==> config.mk <==
export PLATFORM = sky130hd
export DESIGN_NAME = split_vector_driver
export DESIGN_NICKNAME = d
export VERILOG_FILES = /design/src/rtl/split_vector_driver.sv
export SDC_FILE = /design/constraint.sdc
export NUM_CORES = 2
export LEC_CHECK = 0
export ABC_CLOCK_PERIOD_IN_PS = 3450
export CORE_AREA = 5 5 628 630
export DETAILED_ROUTE_END_ITERATION = 8
export DIE_AREA = 0 0 633 635
export GPL_ROUTABILITY_DRIVEN = 0
export PLACE_DENSITY = 0.37
export SETUP_SLACK_MARGIN = 0.5
export SYNTH_ARGS = -nofsm -noshare
export SYNTH_HDL_FRONTEND = slang
export SYNTH_SLANG_ARGS = --single-unit
==> constraint.sdc <==
create_clock -name clk -period 3.45 [get_ports clk]
set_input_delay 0.69 -clock clk [delete_from_list [all_inputs] [get_ports clk]]
set_output_delay 0.69 -clock clk [all_outputs]
set_load 0.01 [all_outputs]
==> src/rtl/split_vector_driver.sv <==
// split_vector_driver
// Streaming front/back end for a wide combinational split constraint checker.
// Words arriving on the s_* stream are packed into the flat vector that feeds
// the checker's concatenated var_* inputs. After a fixed settle time the
// checker output is sampled and returned on the r_* handshake. Running counts
// of evaluated and satisfying frames are kept and saturate at all-ones.

`default_nettype none

module split_vector_driver #(
    parameter int TOTAL_BITS = 1536,
    parameter int WORD_W     = 32,
    parameter int CHK_LAT    = 2,
    parameter int CNT_W      = 32
) (
    input  logic                  clk,
    input  logic                  rst_n,
    input  logic                  s_valid,
    output logic                  s_ready,
    input  logic [WORD_W-1:0]     s_data,
    input  logic                  s_last,
    output logic [TOTAL_BITS-1:0] vec,
    input  logic                  chk_x,
    output logic                  r_valid,
    input  logic                  r_ready,
    output logic                  r_sat,
    output logic                  r_err,
    output logic [CNT_W-1:0]      eval_cnt,
    output logic [CNT_W-1:0]      sat_cnt,
    output logic                  busy
);

    localparam int NWORDS = (TOTAL_BITS + WORD_W - 1) / WORD_W;
    localparam int IDX_W  = (NWORDS > 1) ? $clog2(NWORDS) : 1;
    localparam int LAT_W  = 4;

    localparam logic [IDX_W-1:0] LAST_IDX = IDX_W'(NWORDS - 1);
    localparam logic [LAT_W-1:0] LAT_LOAD = LAT_W'(CHK_LAT);

    typedef enum logic [1:0] {
        LOAD   = 2'd0,
        DRAIN  = 2'd1,
        EVAL   = 2'd2,
        RESULT = 2'd3
    } state_t;

    state_t                  state;
    logic [IDX_W-1:0]        word_idx;
    logic [LAT_W-1:0]        settle_cnt;
    logic                    err_flag;
    logic                    accept;
    logic [TOTAL_BITS-1:0]   vec_next;

    assign accept = s_valid & s_ready;

    // Vector after accepting the current word: the addressed word slice takes
    // s_data (bits past TOTAL_BITS simply have no home), and a frame that ends
    // early clears every slice above the one just written.
    always_comb begin
        vec_next = vec;
        for (int b = 0; b < TOTAL_BITS; b++) begin
            if ((b / WORD_W) == int'(word_idx)) begin
                vec_next[b] = s_data[b % WORD_W];
            end else if (s_last && ((b / WORD_W) > int'(word_idx))) begin
                vec_next[b] = 1'b0;
            end
        end
    end

    // Frame sequencer with all handshake, result and statistic outputs registered.
    always_ff @(posedge clk or negedge rst_n) begin
        if (!rst_n) begin
            state      <= LOAD;
            word_idx   <= '0;
            settle_cnt <= '0;
            err_flag   <= 1'b0;
            vec        <= '0;
            s_ready    <= 1'b0;
            r_valid    <= 1'b0;
            r_sat      <= 1'b0;
            r_err      <= 1'b0;
            eval_cnt   <= '0;
            sat_cnt    <= '0;
            busy       <= 1'b0;
        end else begin
            case (state)
                LOAD: begin
                    s_ready <= 1'b1;
                    if (accept) begin
                        vec  <= vec_next;
                        busy <= 1'b1;
                        if (s_last) begin
                            err_flag   <= (word_idx != LAST_IDX);
                            word_idx   <= '0;
                            settle_cnt <= LAT_LOAD;
                            s_ready    <= 1'b0;
                            state      <= EVAL;
                        end else if (word_idx == LAST_IDX) begin
                            err_flag <= 1'b1;
                            state    <= DRAIN;
                        end else begin
                            word_idx <= word_idx + 1'b1;
                        end
                    end
                end

                DRAIN: begin
                    if (accept && s_last) begin
                        word_idx   <= '0;
                        settle_cnt <= LAT_LOAD;
                        s_ready    <= 1'b0;
                        state      <= EVAL;
                    end
                end

                EVAL: begin
                    if (settle_cnt == '0) begin
                        r_sat   <= chk_x;
                        r_err   <= err_flag;
                        r_valid <= 1'b1;
                        state   <= RESULT;
                    end else begin
                        settle_cnt <= settle_cnt - 1'b1;
                    end
                end

                RESULT: begin
                    if (r_ready) begin
                        r_valid <= 1'b0;
                        if (eval_cnt != '1) begin
                            eval_cnt <= eval_cnt + 1'b1;
                        end
                        if (r_sat && (sat_cnt != '1)) begin
                            sat_cnt <= sat_cnt + 1'b1;
                        end
                        word_idx <= '0;
                        s_ready  <= 1'b1;
                        busy     <= 1'b0;
                        state    <= LOAD;
                    end
                end

                default: begin
                    state <= LOAD;
                end
            endcase
        end
    end

endmodule

`default_nettype wire
== After elaboration in Yosys (flattened, before gate mapping) ==
Cells that the tools add are included.

* Register bits after elaboration: 1618
* Output and inout bits: 1605
* Logic and storage cells: 1916

* Add/subtract/negate cells: 4
* Order comparisons: 47
* Equality and inequality tests: 62
* Mux-type cells: 1581
* Bitwise logic cells: 1
* Reductions and logical operators: 162

{| class="wikitable"
|+ Operators with widths
! kind !! number
|-
| 2-to-1 mux 1 bit || 1560
|-
| equality test 6 bit, first input constant || 32
|-
| AND reduction 3 bit || 54
|-
| nonzero test 2 bit || 50
|-
| greater-than comparator 5 x 6 -> 1 bit, first input constant || 16
|-
| greater-than comparator 6 bit, first input constant || 16
|-
| adder 32 x 1 -> 32 bit, second input constant || 2
|-
| inequality test 32 bit, second input constant || 2
|-
| logical AND 1 bit || 49
|-
| equality test 5 x 6 -> 1 bit, first input constant || 8
|-
| greater-than comparator 4 x 6 -> 1 bit, first input constant || 8
|-
| 2-to-1 mux 6 bit || 5
|-
| equality test 4 x 6 -> 1 bit, first input constant || 4
|-
| greater-than comparator 3 x 6 -> 1 bit, first input constant || 4
|-
| case mux 6 bit (3 select lines) || 1
|-
| 2-to-1 mux 4 bit || 4
|-
| AND reduction 5 bit || 3
|-
| equality test 3 x 6 -> 1 bit, first input constant || 2
|-
| greater-than comparator 2 x 6 -> 1 bit, first input constant || 2
|-
| 2-to-1 mux 2 bit || 6
|-
| inequality test 2 bit, second input constant || 6
|-
| case mux 4 bit (3 select lines) || 1
|-
| case mux 2 bit (4 select lines) || 1
|-
| adder 6 x 1 -> 6 bit, second input constant || 1
|-
| other kinds (16) || 20
|}

== Longest topological paths before layout ==
* Word-level depth: 5
* Gate-level depth with buffers: 11

== Worst setup path after synthesis ==
OpenSTA, ideal clock, no wires.

* Kind: flip-flop to flip-flop
* Start: register state[0]
* End: register vec[545]
* Setup time: 0.121 ns
* Data arrival time: 2.133 ns
* Data required time: 3.329 ns
* Setup slack: 1.196 ns
* Cell stages (with the launch flop): 11
* Clock period less this slack: 2.254 ns
* Path through: dfrtp_1 -> inv_1 -> ha_1 -> buf_2 -> nand4_1 -> or2_1 -> clkbuf_1 -> nor2_1 -> a21oi_1 -> clkbuf_1 -> a22o_1

* Word-level cells in the longest chain between the ends: 2

{| class="wikitable"
|+ RTL lines
! item !! RTL line !! text
|-
| start, declared || 47 || <nowiki>state_t state;</nowiki>
|-
| start signal, assigned || 73 || <nowiki>state <= LOAD;</nowiki>
|-
| start signal, assigned || 97 || <nowiki>state <= EVAL;</nowiki>
|-
| start signal, assigned || 100 || <nowiki>state <= DRAIN;</nowiki>
|-
| zero test 2 bit || 86 || <nowiki>case (state)</nowiki>
|-
| AND reduction 3 bit (no line) || -- ||
|-
| end signal, assigned || 90 || <nowiki>vec <= vec_next;</nowiki>
|-
| end, declared || 22 || <nowiki>output logic [TOTAL_BITS-1:0] vec,</nowiki>
|}

Every way passes these cells.
A chain may end at the register's enable or synchronous reset.

== Worst setup path in the final report ==
* Start: register state[0]
* End: register vec[359]

Same word-level chain as after synthesis.

==> metrics.txt <==
# TYPE chip_impl_metric gauge
chip_impl_metric{name="post_synth_xor_area_fraction",unit="%"} 0.8827
chip_impl_metric{name="synthesized_netlist_net_count",unit=""} 4919
chip_impl_metric{name="core.rowCount",unit=""} 229
chip_impl_metric{name="vias",unit=""} 50390
chip_impl_info{name="timing.hold.worst.class",value="in2reg"} 1
chip_impl_metric{name="ys.warnings.count",unit=""} 0
chip_impl_metric{name="p_int",unit="mW"} 36.65
chip_impl_metric{name="port-buffer-count",unit=""} 1642
chip_impl_metric{name="final.setup_skew",unit="ps"} 51.51
chip_impl_metric{name="comb_power_share",unit="%"} 17.3
chip_impl_metric{name="detail_route.wl_per_cell",unit="um"} 33.40
chip_impl_info{name="cp-start-kind",value="flip-flop"} 1
chip_impl_info{name="status",value="completed"} 1
chip_impl_metric{name="cap_viol_max_count",unit=""} 0
chip_impl_metric{name="io-pin-count",unit=""} 1643
chip_impl_metric{name="initial_core_util",unit="%"} 15.60
chip_impl_metric{name="detailedRoute.firstIterationViolations",unit=""} 4431
chip_impl_info{name="critical_path.endpoint_type",value="flip-flop"} 1
chip_impl_info{name="synth_largest_area_cell",value="dfrtp_1"} 1
chip_impl_info{name="crit_type",value="reg2reg"} 1
chip_impl_metric{name="layout-drive-gt1-share",unit="%"} 12.24
chip_impl_metric{name="worstSkewPairLatency",unit="ps"} 890
chip_impl_metric{name="number_of_global_route_vias_before_repair",unit=""} 51420
chip_impl_metric{name="growth_of_design_area_from_synthesis_to_finish",unit="%"} 53.74
chip_impl_info{name="clock_tree_root_buffer_cell",value="clkbuf_16"} 1
chip_impl_metric{name="tns",unit="ps"} 0
chip_impl_metric{name="p_per_cell_area",unit="nW/um^2"} 560.7
chip_impl_info{name="final_common_cell",value="dfrtp_1"} 1
chip_impl_metric{name="worst_vdd_ir",unit="uV"} 394.8
chip_impl_metric{name="dp_hpwl",unit="um"} 274000
chip_impl_metric{name="routed_wl",unit="um"} 396300
chip_impl_metric{name="fin_total_pwr",unit="mW"} 52.17
chip_impl_metric{name="synth.mux.area_fraction",unit="%"} 0.7545
chip_impl_metric{name="grt_max_degree",unit=""} 82
chip_impl_metric{name="synth-async-reset-ratio",unit="%"} 100.0
chip_impl_metric{name="floorplan.core_area",unit="sq um"} 388000
chip_impl_metric{name="clk_pin_slew_worst_paths",unit="ps"} 60
chip_impl_metric{name="synth_seq_area_share",unit="%"} 66.89
chip_impl_metric{name="max-slew-margin-rel",unit="%"} 26.57
chip_impl_metric{name="final_critical_path_setup_slack",unit="ps"} 558.7
chip_impl_metric{name="drc_errors",unit=""} 0
chip_impl_metric{name="max_slew.worst_pin.slew",unit="ps"} 1100
chip_impl_metric{name="pre_cts_ws",unit="ps"} -112.4
chip_impl_info{name="cts_tree",value="built"} 1
chip_impl_metric{name="clock.fmax",unit="MHz"} 345.9
chip_impl_metric{name="post_synth_num_cell_types",unit=""} 64
chip_impl_metric{name="synth-compound-area-share",unit="%"} 19.94
chip_impl_metric{name="min_period",unit="ps"} 2891
chip_impl_metric{name="synth_top_area_share",unit="%"} 66.89
chip_impl_metric{name="dieHeight",unit="um"} 635
chip_impl_metric{name="ant_nets",unit=""} 0
chip_impl_metric{name="pwr-share-clk",unit="%"} 42.7
chip_impl_metric{name="p_leak",unit="nW"} 40.04
chip_impl_metric{name="synth_fa_ha_area_share",unit="%"} 0.2481
chip_impl_metric{name="post_synth_and_or_nand_nor_area_fraction",unit="%"} 7.367
chip_impl_metric{name="clock_tree.buffer_depth",unit=""} 4
chip_impl_metric{name="post-cts-setup-buffers",unit=""} 0
chip_impl_metric{name="synth_cells",unit=""} 4869
chip_impl_metric{name="detail_route.vias_per_cell",unit=""} 4.247
chip_impl_metric{name="p_sw_share",unit="%"} 29.75
chip_impl_metric{name="nets",unit=""} 6549
chip_impl_info{name="synthTopCellsByArea",value="dfrtp_1, a22o_1, nand2_1"} 1
chip_impl_info{name="mostFrequentLayoutCells",value="dfrtp_1, clkdlybuf4s50_1, a22o_1, nand2_1, o21ai_0"} 1
chip_impl_metric{name="globalRouteTotalUtil",unit="%"} 18.89
chip_impl_metric{name="finalHoldViolations",unit=""} 0
chip_impl_metric{name="numClockSinks",unit=""} 1618
chip_impl_metric{name="crit_fanout",unit=""} 16
chip_impl_metric{name="grt_antenna_before_repair",unit=""} 44
chip_impl_metric{name="number_of_clock_buffers_inserted_by_tritoncts",unit=""} 199
chip_impl_info{name="synth-main-ff-cell",value="dfrtp_1"} 1
chip_impl_metric{name="finalCritPeriodShare",unit="%"} 83.81
chip_impl_metric{name="ctsHtreeMaxLevel",unit=""} 4
chip_impl_metric{name="final_core_util",unit="%"} 23.99
chip_impl_metric{name="dieWidth",unit="um"} 633
chip_impl_metric{name="gr-total-overflow",unit=""} 0
chip_impl_metric{name="worst-endpoint-required",unit="ps"} 4160
chip_impl_metric{name="share_seq_of_total_power",unit="%"} 39.9
chip_impl_metric{name="syn-mean-instance-area",unit="sq um"} 12.43
chip_impl_metric{name="ys_ff_latch",unit=""} 1618
chip_impl_metric{name="grt_first_pass_wirelength",unit="um"} 519200
chip_impl_metric{name="dieArea",unit="sq um"} 402000
chip_impl_info{name="dominant_combinational_cell_family_by_area_after_synthesis",value="compound AO/OA/AOI/OAI gates"} 1
chip_impl_metric{name="power.switching",unit="mW"} 15.52
chip_impl_metric{name="timing.final.setup_violations",unit=""} 0
chip_impl_metric{name="holdWs",unit="ps"} 157.7
chip_impl_metric{name="netlist_area",unit="sq um"} 60530
chip_impl_metric{name="crit_arrival",unit="ps"} 3600
chip_impl_metric{name="drv_slew",unit=""} 0
chip_impl_metric{name="dr.pass1.iters",unit=""} 5
chip_impl_metric{name="synth_enable_flop_cells",unit=""} 0
chip_impl_info{name="grt_setup_unrepaired",value="yes"} 1
## registers in the layout, summed over array words and instances, names as in the netlist
register and flops:
word_idx 6, state 2, busy 1, r_err 1
r_sat 1, sat_cnt 32, err_flag 1, settle_cnt 4
s_ready 1, r_valid 1, eval_cnt 32, vec 1536
## logic make-up (layout without fill, tap and decap cells)
| group | after synthesis | in the layout |
|---|---|---|
| buf+inv | 595 | 2381 |
| other cells | 0 | 10 |
| fa+ha+maj | 12 | 12 |
| mux | 41 | 41 |
| simple gates | 1016 | 1018 |
| compound gates | 1526 | 1526 |
| xor+xnor | 61 | 61 |
| flops | 1618 | 1618 |
## cell type report
cell class                 instances  area (sq um)
multi-input combinational       2658         18420
antenna                           10         25.02
clock buffer                     289          5981
clock inverter                    70         928.4
sequential                      1618         40490
inverter                          75         281.5
fill                           41040        294900
tap                             5197          6502
timing repair buffer            1947         20430
## per-stage QoR
step | instance area, sq um | cells
floorplan | 60530 | 4869
global placement | 86090 | 11490
detailed placement | 86090 | 11490
CTS | 93000 | 11850
global route | 93040 | 11860
finish | 93060 | 11860
## worst max-delay path: stages (launching register included)
cell	delay, ps
dfrtp_1	410
inv_1	160
ha_1	420
and3_4	380
nand3_4	120
buf_4	190
nor2_1	400
buf_4	270
nor2_4	140
a22o_1	230
## final timing paths
check                                       from                     to  slack (ps)  cells past startpoint
hold / removal                         s_data[2]  vec[1378]$_DFFE_PN0P_         160                      2
min in group asynchronous                  rst_n  vec[1426]$_DFFE_PN0P_         470                      2
hold reg to reg            vec[1442]$_DFFE_PN0P_  vec[1442]$_DFFE_PN0P_         470                      2
setup / recovery            state[0]$_DFFE_PN0P_   vec[359]$_DFFE_PN0P_         560                      9
max in group asynchronous                  rst_n   vec[865]$_DFFE_PN0P_        1750                      3
setup reg to reg            state[0]$_DFFE_PN0P_   vec[359]$_DFFE_PN0P_         560                      9
## synthesized netlist by cell type, types with 2 or more instances
library cell     n
nand3_1        171
dfrtp_1       1618
buf_4            7
o21ai_1          9
o21ai_0        303
and4_1          13
and2_1           8
or3_1            6
a21o_1           3
buf_1            9
nand2_1        634
mux2_2          36
xor2_1          16
nor4_1           6
a22o_1        1155
nand2b_1         8
nor2_1          71
nand2_2          2
o31ai_1          6
inv_1           75
a31oi_1          4
nor2_2           8
or2_2            2
ha_1            12
nor3_1          18
o211a_1          3
xnor2_1         45
nand4_1         30
o21a_1           2
nor2b_1          7
a21oi_1         28
and3_1          16
buf_2           81
nand4b_1         3
mux2i_1          4
clkbuf_1       422
## power groups by stage
stage,logic [mW],registers [mW],clock network (mW)
floorplan,2.48,21.5,0
global placement,9.29,21.1,0
global route,9.53,20.9,23.6
detailed placement,9.28,21.1,0
finish,9.05,20.8,22.3
CTS,9.30,20.8,23.0
## timing repair
| item | CTS | global route |
|---|---|---|
| cloned | 0 | 2 |
| hold endpoints to repair | 28 | 0 |
| pin swaps | 0 | 1 |
| gates resized for setup | 2 | 4 |
| hold buffers | 1 | 0 |
| setup endpoints to repair | 2 | 45 |
## layer usage
metal  GRT usage [%]  up-vias  part of all wire (%)  wire length [um]
met5               0        -                     0                 0
met1           22.63    26850                    39            155300
met4           7.466        0                   4.7             18610
met3           5.142      500                   7.8             30740
met2           32.01     2229                    48            191700
li1                -    20810                     -                 -
Power figures use the tool's default switching activity.
